### src/rtl/weight_stream_tx.sv
// -----------------------------------------------------------------------------
// weight_stream_tx
//   Transmit side of the LSTM weight-load interface. Walks the packed weight
//   image (W_ih then W_hh, four gates) out of a synchronous weight ROM and
//   pushes each word into the weight_save write port through a valid/ready
//   handshake. A two-entry buffer (output register + skid register) absorbs the
//   one-cycle ROM latency so backpressure never drops or duplicates a word and
//   a ready-held sink sees one word per cycle.
//
// Ports
//   clk                 clock
//   rst_n               synchronous active-low reset
//   start               one-cycle pulse, begins an image transfer when idle
//   fifo_ready          sink accepts a word this cycle
//   rom_addr            ROM read address (current read pointer)
//   rom_rd_en           ROM read strobe
//   rom_data            ROM read data, valid the cycle after rom_rd_en
//   wr_fifo_data_valid  wr_fifo_data holds a valid word
//   wr_fifo_data        weight word to the sink
//   busy                transfer in progress
//   done                one-cycle pulse after the last word is accepted
//   words_sent          words accepted in the current image
// -----------------------------------------------------------------------------
module weight_stream_tx #(
  parameter int QZ          = 16,
  parameter int INPUT_SIZE  = 96,
  parameter int HIDDEN_SIZE = 512,
  parameter int ADDR_W      = 32,
  parameter bit CONTINUOUS  = 1'b0
) (
  input  logic              clk,
  input  logic              rst_n,
  input  logic              start,
  input  logic              fifo_ready,
  output logic [ADDR_W-1:0] rom_addr,
  output logic              rom_rd_en,
  input  logic [QZ-1:0]     rom_data,
  output logic              wr_fifo_data_valid,
  output logic [QZ-1:0]     wr_fifo_data,
  output logic              busy,
  output logic              done,
  output logic [ADDR_W-1:0] words_sent
);

  localparam longint unsigned TOTAL_WORDS =
    64'd4 * 64'(HIDDEN_SIZE) * 64'(INPUT_SIZE + HIDDEN_SIZE);
  localparam logic [ADDR_W-1:0] LAST_PTR = ADDR_W'(TOTAL_WORDS);
  localparam logic [ADDR_W-1:0] LAST_IDX = ADDR_W'(TOTAL_WORDS - 64'd1);

  // The word counter and read pointer must be able to hold TOTAL_WORDS itself.
  if (ADDR_W >= 64 || TOTAL_WORDS >= (64'd1 << ADDR_W)) begin : g_size_check
    $error("weight_stream_tx: TOTAL_WORDS does not fit in ADDR_W bits");
  end

  typedef enum logic [1:0] {
    IDLE,
    STREAM,
    DRAIN
  } state_t;

  state_t              state;
  logic [ADDR_W-1:0]   rd_ptr;
  logic                rd_inflight;   // a ROM read was issued last cycle
  logic                out_valid;
  logic [QZ-1:0]       out_data;
  logic                skid_valid;
  logic [QZ-1:0]       skid_data;
  logic                busy_q;
  logic                done_q;
  logic [ADDR_W-1:0]   words_q;

  logic                xfer;
  logic                final_xfer;
  logic [1:0]          occ;
  logic [1:0]          occ_net;
  logic                rd_issue;

  assign xfer       = out_valid & fifo_ready;
  assign final_xfer = xfer && (words_q == LAST_IDX);

  // NOTE: every signal written in always_comb gets a value on every path
  // (here unconditionally), otherwise synthesis infers a latch.
  always_comb begin
    // Buffered words plus the read still in flight; never exceeds 2.
    occ      = 2'(out_valid) + 2'(skid_valid) + 2'(rd_inflight);
    // Space freed by a word leaving this cycle may be refilled immediately,
    // which is what sustains one word per cycle.
    occ_net  = occ - 2'(xfer);
    rd_issue = (state == STREAM) && (rd_ptr < LAST_PTR) && (occ_net < 2'd2);
  end

  // NOTE: sequential state uses non-blocking assignments so every register
  // samples the pre-edge values, regardless of statement order.
  always_ff @(posedge clk) begin
    if (!rst_n) begin
      // NOTE: the data registers are reset too, because the block must present
      // all-zero outputs after reset; they are only two words wide.
      state       <= IDLE;
      rd_ptr      <= '0;
      rd_inflight <= 1'b0;
      out_valid   <= 1'b0;
      out_data    <= '0;
      skid_valid  <= 1'b0;
      skid_data   <= '0;
      busy_q      <= 1'b0;
      done_q      <= 1'b0;
      words_q     <= '0;
    end else begin
      done_q      <= final_xfer;
      rd_inflight <= rd_issue;
      if (rd_issue) rd_ptr <= rd_ptr + ADDR_W'(1);

      // Output register refills from the skid first (older word), then from
      // the returning ROM data. Skid and in-flight read never coexist while
      // the output is full, so ordering is preserved.
      if (!out_valid || xfer) begin
        if (skid_valid) begin
          out_data   <= skid_data;
          out_valid  <= 1'b1;
          skid_valid <= 1'b0;
        end else if (rd_inflight) begin
          out_data  <= rom_data;
          out_valid <= 1'b1;
        end else begin
          out_valid <= 1'b0;
        end
      end else if (rd_inflight) begin
        skid_data  <= rom_data;
        skid_valid <= 1'b1;
      end

      if (xfer && (words_q != LAST_PTR)) words_q <= words_q + ADDR_W'(1);

      case (state)
        IDLE: begin
          if (start) begin
            state   <= STREAM;
            busy_q  <= 1'b1;
            rd_ptr  <= '0;
            words_q <= '0;
          end
        end
        STREAM: begin
          if (rd_ptr == LAST_PTR) state <= DRAIN;
        end
        DRAIN: begin
          // Leave only after the done pulse, so a start that coincides with
          // done is still ignored.
          if (done_q) begin
            if (CONTINUOUS) begin
              state   <= STREAM;
              rd_ptr  <= '0;
              words_q <= '0;
            end else begin
              state  <= IDLE;
              busy_q <= 1'b0;
            end
          end
        end
        default: state <= IDLE;
      endcase
    end
  end

  assign rom_addr           = rd_ptr;
  assign rom_rd_en          = rd_issue;
  assign wr_fifo_data_valid = out_valid;
  assign wr_fifo_data       = out_data;
  assign busy               = busy_q;
  assign done               = done_q;
  assign words_sent         = words_q;

endmodule

### config.mk
export PLATFORM = sky130hd
export DESIGN_NAME = weight_stream_tx
export DESIGN_NICKNAME = d
export VERILOG_FILES = /design/src/rtl/weight_stream_tx.sv
export SDC_FILE = /design/constraint.sdc
export NUM_CORES = 1
export LEC_CHECK = 0
export ABC_AREA = 1
export BUFFER_PORTS_ARGS = -buffer_cell sky130_fd_sc_hd__buf_4
export CORE_MARGIN = 5
export CORE_UTILIZATION = 35
export DETAILED_ROUTE_END_ITERATION = 8
export GPL_TIMING_DRIVEN = 0
export HOLD_SLACK_MARGIN = 0.03
export PLACE_DENSITY = 0.62
export SKIP_LAST_GASP = 1
export SYNTH_ARGS = -nofsm -noshare
export SYNTH_HDL_FRONTEND = slang
export SYNTH_SLANG_ARGS = --single-unit
### constraint.sdc
create_clock -name clk -period 6.1 [get_ports clk]
set_input_delay 0 -clock clk [delete_from_list [all_inputs] [get_ports clk]]
set_output_delay 0 -clock clk [all_outputs]
set_load 0.03 [all_outputs]
==> Word level (Yosys, flattened, before mapping) <==
Index checks and enable logic that the tools add are counted.
{ "word_totals": {"ff_bits": 103, "inputBits": 20, "output_inout_bits": 84} }
{ "op_classes": {"n_addsub": 5, "order_cmp": 2, "eq_ne": 8, "mux": 17, "n_bitwise": 3, "reduce_logical": 14} }
{ "ops": {"columns": ["cell", "n"], "rows": [
  ["$mux W32", 6],
  ["$add A32 B1 Y32 const B", 2],
  ["$eq A32 B21 Y1 const B", 2],
  ["$lt A32 B21 Y1 const B", 1],
  ["$mux W16", 2],
  ["$ne A32 B21 Y1 const B", 1],
  ["$mux W2", 3],
  ["$pmux W2 S3", 1],
  ["$reduce_and A3 Y1", 2],
  ["$logic_and A1 B1 Y1", 4],
  ["$mux W1", 4],
  ["$ne A2 B2 Y1 const B", 2],
  ["$reduce_and A2 Y1", 2],
  ["$reduce_bool A2 Y1", 2],
  ["$add A1 B1 Y2", 1],
  ["$add A2 B1 Y2", 1],
  ["$eq A2 B1 Y1 const B", 1],
  ["$eq A2 B2 Y1 const B", 1],
  ["$logic_not A2 Y1", 1],
  ["$lt A2 B2 Y1 const B", 1],
  ["$ne A2 B1 Y1 const B", 1],
  ["$not A1 Y1", 2],
  ["$pmux W1 S2", 1],
  ["$reduce_or A2 Y1", 1],
  ["other kinds (4)", 4]
]} }

==> Longest topological paths before layout <==
Gate-level depths: netlist of the first run.
{ "logic_depth": {"ltp_word": 8, "ltp_mapped": 16} }

==> Least setup slack after synthesis of the first run <==
No wires, ideal clock.
{ "synth_path": {"path_kind": "reg2reg", "startpoint": "reg out_valid (netlist: wr_fifo_data_valid)", "endpoint": "reg rd_ptr[17] (netlist: rom_addr[17])", "setup_time_ps": 128, "t_arrival_ps": 2232, "required_ps": 5972, "slack_ps": 3740, "stages_incl_launch_ff": 15, "path_buffers": 1, "period_less_slack_ps": 2360, "cell_sequence": "dfxtp_1 -> nand2_1 -> inv_2 -> ha_1 -> inv_1 -> ha_1 -> nand2_1 -> inv_1 -> o21bai_1 -> nand2_1 -> nor2_4 -> buf_6 -> nand3_1 -> nand2_1 -> nor2_1"} }
{ "synth_via": {"elab_chain_len": 8, "word_cells_on_any_way": 9, "cone_classes": "3 x add/sub; 1 x order compare; 3 x mux; 1 x bitwise; 1 x reduce/logical"} }
{ "synth_lines": {"columns": ["element", "line", "source"], "rows": [
  ["from (decl)", "64", "logic out_valid;"],
  ["from (signal assigned)", "101", "out_valid <= 1'b0;"],
  ["from (signal assigned)", "119", "out_valid <= 1'b1;"],
  ["from (signal assigned)", "123", "out_valid <= 1'b1;"],
  ["$add A1 B1 Y2", "85", "occ = 2'(out_valid) + 2'(skid_valid) + 2'(rd_inflight);"],
  ["$add A2 B1 Y2", "85", null],
  ["$sub A2 B1 Y2 (*)", "88", "occ_net = occ - 2'(xfer);"],
  ["$lt A2 B2 Y1 (*)", "89", "rd_issue = (state == STREAM) && (rd_ptr < LAST_PTR) && (occ_net < 2'd2);"],
  ["$logic_and A1 B1 Y1 (*)", "89", null],
  ["$mux W32 (*)", "111", "if (rd_issue) rd_ptr <= rd_ptr + ADDR_W'(1);"],
  ["$mux W32", "136", "if (start) begin"],
  ["$mux W32 (*)", "134", "case (state)"],
  ["to (signal assigned)", "111", null],
  ["to (decl)", "62", "logic [ADDR_W-1:0] rd_ptr;"]
]} }
Every way passes the cells marked *; elsewhere a longest branch is shown, timed or not.
A chain may end at the register's enable or synchronous reset.

==> Worst setup path after layout of the first run <==
{ "layout_path": {"startpoint": "reg out_valid (netlist: wr_fifo_data_valid)", "endpoint": "out rom_rd_en"} }
{ "layout_via": {"elab_chain_len": 5, "word_cells_on_any_way": 6, "cone_classes": "3 x add/sub; 1 x order compare; 1 x bitwise; 1 x reduce/logical"} }
{ "layout_lines": {"columns": ["element", "line", "source"], "rows": [
  ["$add A1 B1 Y2", "85", null],
  ["$add A2 B1 Y2", "85", null],
  ["$sub A2 B1 Y2 (*)", "88", null],
  ["$lt A2 B2 Y1 (*)", "89", null],
  ["$logic_and A1 B1 Y1 (*)", "89", null],
  ["to (decl)", "36", "output logic rom_rd_en,"]
]} }
Marked as above.

==> impl_metrics.ini, run 1 <==
[hold_path]
hold_start = fifo_ready
hold-path-cell-count = 5
min_path_type = primary input to register
hold_end = skid_data[6]$_SDFFE_PN0P_

[timing]
setup_viol = 0
tns_ns = 0
finalCritPeriodShare = 0.423
finalMaxSlewViolations = 0
clock_skew_ns = 0.0169
tightest_slew_ns = 0.579
rsz0062_at_grt = no
clock.fmax_mhz = 387
finalHoldViolCount = 0
slew_headroom = 0.614
fin_crit_ns = 2.58

[global_route]
use_met3 = 0.0349
grt_util_met2 = 0.284
grt_usage = 0.174
grt_pass1_wl_um = 25500
busiest_layer = met2
antenna_found_initial = 0
first_global_vias = 5127
globalRoute.totalOverflow = 0
grt_max_degree = 19
met1_usage = 0.231

[detailed_routing]
first_pass_iters = 5
drt_iter0_drc = 352
dr_total_vias = 5623
route.detailed.drc = 0
postRouteAntennaNets = 0
via_per_inst = 4.80
wl_per_cell_um = 13.5
drt-total-wl_um = 15800

[run]
maxCapViolations = 0

[clock_tree]
post_cts_buffers = 0
clk_path_buf_depth = 2
htree_levels = 3
cts_num_sinks = 103
clk_latency_ns = 0.36
cts_root_buf = clkbuf_16
cts_tree = built
cts_buffers = 9
cts.reportedPaths.clkPinSlew_ns = 0.08

[synth]
ys.warnings.count = 0
synth.most_common_cell = nand2_1
syn-cell-area_sq_um = 5400
netlist_instances = 847
avgSynthCellArea_sq_um = 6.37
synthTopCellsByCount = 244 x nand2_1, 126 x nor2_1, 120 x inv_1
yosysUniqueCellTypes = 36
synth_top_area_share = 0.382
yosysTopAreaCell = dfxtp_1
syn_nets = 873
ys_ff_latch = 103
synth_edf_count = 0
yosys-top-cells-area = dfxtp_1 38%, nand2_1 17%, nor2_1 8.8%, inv_1 8.3%, nand3_1 5.8%
async_flop_share = 0
synth.yosys.seq_area_share = 0.382
synth_ff_type = dfxtp_1

[final_layout]
area_growth_pct = 27.4
final_cells = 1171
final_util = 0.454
final_nets = 1004
multi_input_area_sq_um = 2720
antenna_cells = 0
drive_gt1_frac = 0.159
finalInstanceArea_sq_um = 6880
fillerInstances = 1624
regArea_sq_um = 2060

[setup_path]
cp-start-kind = register
reg2reg_depth = 13
crit_required_ns = 6.10
rr_endpoint = rom_addr[20]$_SDFF_PN0_
reg2reg_from = wr_fifo_data_valid$_SDFFE_PN0P_
r2r_setup_slack_ns = 3.57
end_kind = primary output
path_max_fanout = 10
cp.arrival_ns = 2.58
crit_type = register to primary output

[floorplan]
rows = 45
die_h_um = 134
start_util = 0.356
io_pins = 104
core_sq_um = 15100
die_w_um = 134
die-area_sq_um = 18000

[place]
dpl.hpwl_um = 11900
port_buffers = 103
dpl_cell_area_sq_um = 6400
place_inst = 1138
gp_congestion = 0.882

[power]
power_per_cell_area_nw_per_um2 = 211
p_leak_nw = 3.04
ir_drop_mv = 0.128

[run_status]
status = completed
-- cell usage in the layout (no fill, tap or decap), types with 9 or more instances in the layout --
master / instances
nand2_1: 244
clkbuf_16: 9
dfxtp_1: 103
nor2_1: 126
dlygate4sd3_1: 17
clkbuf_1: 10
nand4_1: 23
nand3_1: 62
a21oi_1: 36
nor3_1: 16
inv_1: 120
a31oi_1: 16
o21ai_0: 28
buf_4: 103
-- kinds of logic (layout without fill, tap and decap cells) --
family / after synthesis / after routing / synth area share
AOI/OAI and AO/OA: 91 / 91 / 0.0914
xor gates and xnor gates: 2 / 2 / 0.00325
adders and majority gates: 6 / 6 / 0.0139
buffers and inverters: 150 / 286 / 0.114
DFF: 103 / 103 / 0.382
and+or+nand+nor: 495 / 495 / 0.396
-- stage by stage --
stage / setup WS (ns) / power [mW] / hold slack [ns]
5_1_grt: 3.28 / 1.51 / 0.190
6_report: 3.52 / 1.45 / 0.161
3_3_place_gp: 3.60 / 0.867 / 0.294
4_1_cts: 3.47 / 1.46 / 0.145
2_1_floorplan: 3.74 / 0.805 / 0.160
3_5_place_dp: 3.57 / 0.867 / 0.293
-- state kept, by name, indices dropped and copies added (netlist names) --
register            count
busy                    1
done                    1
rd_inflight             1
rom_addr               32
skid_data              16
skid_valid              1
state                   2
words_sent             32
wr_fifo_data           16
wr_fifo_data_valid      1
-- report_power, final --
group	internal, mW	total (mW)	switching, mW
registers	0.686	0.695	0.00927
clock network	0.308	0.590	0.282
logic	0.0588	0.165	0.106
-- routing by layer --
| metal | share of wire | vias up |
|---|---|---|
| met2 | 0.45 | 132 |
| li1 | - | 2945 |
| met4 | 0.015 | 0 |
| met1 | 0.48 | 2527 |
| met5 | 0 | - |
| met3 | 0.053 | 19 |
-- worst max path at each step --
stage / end / from / slack (ns)
after floorplan: rom_addr[17]$_SDFF_PN0_ / wr_fifo_data_valid$_SDFFE_PN0P_ / 3.74
after global placement: rom_addr[20]$_SDFF_PN0_ / wr_fifo_data_valid$_SDFFE_PN0P_ / 3.60
after detailed placement: rom_addr[20]$_SDFF_PN0_ / wr_fifo_data_valid$_SDFFE_PN0P_ / 3.57
after CTS: rom_rd_en / wr_fifo_data_valid$_SDFFE_PN0P_ / 3.47
after global routing: rom_rd_en / wr_fifo_data_valid$_SDFFE_PN0P_ / 3.28
final: rom_rd_en / wr_fifo_data_valid$_SDFFE_PN0P_ / 3.52
-- final cells by class --
cell class | instances | area share
Multi-Input combinational cell | 594 | 0.396
Clock inverter | 5 | 0.00692
Clock buffer | 11 | 0.0368
Tap cell | 188 | 0.0342
Timing Repair Buffer | 120 | 0.137
Buffer | 26 | 0.0217
Inverter | 124 | 0.0677
Sequential cell | 103 | 0.300
-- critical path: stages (launching register included) --
cell	delay [ns]
dfxtp_1	0.39
nand2_1	0.14
inv_2	0.23
ha_1	0.28
inv_1	0.05
ha_1	0.21
nand2_1	0.06
inv_1	0.04
o21bai_1	0.19
nand2_1	0.07
nor2_1	0.08
nand2_1	0.17
inv_1	0.13
buf_4	0.17
-- timing repair --
item	in CTS	in global routing
gates resized for setup	0	0
hold endpoints to repair	34	0
hold buffers	17	0
Note: power is estimated with default switching activity, not from simulation.
==> run 2, diff against run 1 <==
--- a/config.mk
+++ b/config.mk
@@ -12,7 +12,7 @@
 export DETAILED_ROUTE_END_ITERATION = 8
 export GPL_TIMING_DRIVEN = 0
 export HOLD_SLACK_MARGIN = 0.03
-export PLACE_DENSITY = 0.62
+export PLACE_DENSITY = 0.64
 export SKIP_LAST_GASP = 1
 export SYNTH_ARGS = -nofsm -noshare
 export SYNTH_HDL_FRONTEND = slang
==> constraint.sdc (replaced) <==
create_clock -name clk -period 2.2 [get_ports clk]
set_input_delay 0 -clock clk [delete_from_list [all_inputs] [get_ports clk]]
set_output_delay 0 -clock clk [all_outputs]
set_load 0.03 [all_outputs]
==> run 2 against run 1 <==
Compared with the run above: count of clock-buffer cells in the layout stayed put; flip-flop and latch count stayed put; sequential share of layout area is 0.41 points lower; register-to-register slack worse by 3.5 ns; clock skew is 0.0079 ns lower; global-route usage is 0.44 points higher; via count is 0.68% higher; clock power is 140% higher; highest routed layer unchanged; utilization is 0.74 points higher; non-clock buffer count is 9 higher; routed wire length is 0.66% higher.
==> impl_metrics.ini, run 2 (synthesis results as in run 1) <==
[floorplan]
die_w_um = 134
core_sq_um = 15100
start_util = 0.356
die-area_sq_um = 18000
rows = 45
die_h_um = 134
io_pins = 104

[final_layout]
final_nets = 1013
area_growth_pct = 29.5
final_common_cell = nand2_1
final_util = 0.461
drive_gt1_frac = 0.181
layout_common_cells = 239 x nand2_1, 125 x nor2_1, 116 x inv_1, 110 x buf_4, 101 x dfxtp_1
fillerInstances = 1595
antenna_cells = 0

[setup_path]
cp_top_family = simple AND/OR/NAND/NOR gates
crit_chain = nand2_4 -> inv_8 -> ha_4 -> inv_2 -> ha_4 -> nand2_1 -> inv_2 -> nor2_2 -> nand2_2 -> nand2_1 -> nor2_1 -> nand2_2 -> buf_4 -> o21ai_0 -> nand2_1 -> nor2_1
cp.arrival_ns = 2.38
reg2reg_from = wr_fifo_data_valid$_SDFFE_PN0P_
critical_path_depth = 16
end_kind = register
reg2reg_depth = 16
crit_required_ns = 2.49
cpMostUsedCell = nand2_1
cp-start-kind = register
r2r_setup_slack_ns = 0.11
cp_slowest_stage_delay_ns = 0.36
path_buf_inv = 4
cp_slowest_cell = dfxtp_4
crit_path_end = rom_addr[5]$_SDFF_PN0_
crit_start = wr_fifo_data_valid$_SDFFE_PN0P_
rr_endpoint = rom_addr[5]$_SDFF_PN0_
crit_type = register to register
path_max_fanout = 6

[timing]
finalHoldViolCount = 0
finalMaxSlewViolations = 0
finalCritPeriodShare = 0.949
fin_crit_ns = 2.09
clock.fmax_mhz = 479
setup_viol = 0
clock_skew_ns = 0.00896
hold_slack_ns = 0.169
rsz0062_at_grt = no
timing.final.ws_setup_ns = 0.112
slew_headroom = 0.577
tightest_slew_ns = 0.635

[place]
gp_congestion = 0.901
port_buffers = 103
dpl.hpwl_um = 11800
dp_slack_ns = -0.306

[power]
p_leak_nw = 3.07
power_frac_clock = 0.373
p_seq_frac = 0.498
switching_power_mw = 1.03
intPower_mw = 2.84
ir_drop_mv = 0.496
swShare = 0.266
power_per_cell_area_nw_per_um2 = 554
p_comb_frac = 0.129
power_mw = 3.87

[clock_tree]
clk_path_buf_depth = 2
htree_levels = 3
cts_root_buf = clkbuf_16
clk_latency_ns = 0.36
cts_num_sinks = 103
cts.reportedPaths.clkPinSlew_ns = 0.07
cts_tree = built
cts_buffers = 9

[detailed_routing]
dr_total_vias = 5661
wl_per_cell_um = 13.5
drt-total-wl_um = 15900
postRouteAntennaNets = 0
first_pass_iters = 5
via_per_inst = 4.81
drt_iter0_drc = 391
route.detailed.drc = 0

[hold_path]
min_path_type = primary input to register

[global_route]
globalRoute.totalOverflow = 0
antenna_found_initial = 0
grt_usage = 0.178
grt_pass1_wl_um = 26100
first_global_vias = 5275
grt_max_degree = 16

[run_status]
status = completed

[run]
maxCapViolations = 0
-- run 2: cell count changes in the layout (fill, tap and decap cells not counted), sizes merged --
cell | previous run | this run
buf | 119 | 128
inv | 126 | 123
-- run 2: stage by stage --
| step | std cells | area, sq um | TNS (ns) |
|---|---|---|---|
| after CTS | 1174 | 6900 | 0 |
| after global routing | 1177 | 6990 | 0 |
| after detailed placement | 1138 | 6410 | -5.07 |
| final | 1177 | 6990 | 0 |
| after global placement | 1138 | 6410 | -4.66 |
| after floorplan | 847 | 5400 | 0 |
-- run 2: power by group through the flow --
stage | Combinational [mW] | Clock, mW | Sequential [mW]
global placement | 0.435 | 0 | 1.97
detailed placement | 0.436 | 0 | 1.97
floorplan | 0.205 | 0 | 2.03
finish | 0.498 | 1.44 | 1.93
CTS | 0.483 | 1.49 | 1.93
global route | 0.541 | 1.57 | 1.93
-- run 2: cell type report --
type	count	area [sq um]	share of cell area
multi-input cells	594	2790	0.400
flip-flops and latches	103	2070	0.296
repair buffers	129	1020	0.146
inverters	124	473	0.0677
well taps	188	235	0.0337
clock buffers	11	233	0.0333
plain buffers	26	155	0.0222
clock inverters	2	12.5	0.00179
-- run 2: tightest hold or removal path: stages --
cell	delay, ns
buf_4	0.10
nor2_1	0.05
buf_2	0.18
nand3_1	0.09
a21oi_1	0.06
-- run 2: what timing repair did --
action / 4_1_cts / 5_1_grt
setup endpoints to repair: 22 / 17
buffers inserted: 6 / 1
gates resized for setup: 14 / 17
pin swaps: 7 / 11
hold endpoints to repair: 34 / 0
gates cloned: 0 / 2
hold buffers: 17 / 0
-- run 2: worst min-delay path by stage --
stage | start | endpoint | slack [ns] | cells past startpoint
after floorplan | rom_data[0] | wr_fifo_data[0]$_SDFFE_PN0P_ | 0.16 | 2
after global placement | rom_data[14] | skid_data[14]$_SDFFE_PN0P_ | 0.30 | 3
after detailed placement | rom_data[8] | wr_fifo_data[8]$_SDFFE_PN0P_ | 0.30 | 3
after CTS | fifo_ready | skid_data[15]$_SDFFE_PN0P_ | 0.15 | 5
after global routing | fifo_ready | skid_data[2]$_SDFFE_PN0P_ | 0.19 | 5
final | fifo_ready | skid_data[1]$_SDFFE_PN0P_ | 0.17 | 5
-- run 2: metal layers --
layer / vias to the layer above / global-route usage / wire (um)
met5: - / 0 / 0
met4: 0 / 0.0498 / 257
met3: 20 / 0.0518 / 983
met2: 150 / 0.289 / 7290
met1: 2545 / 0.231 / 7320
li1: 2946 / - / -
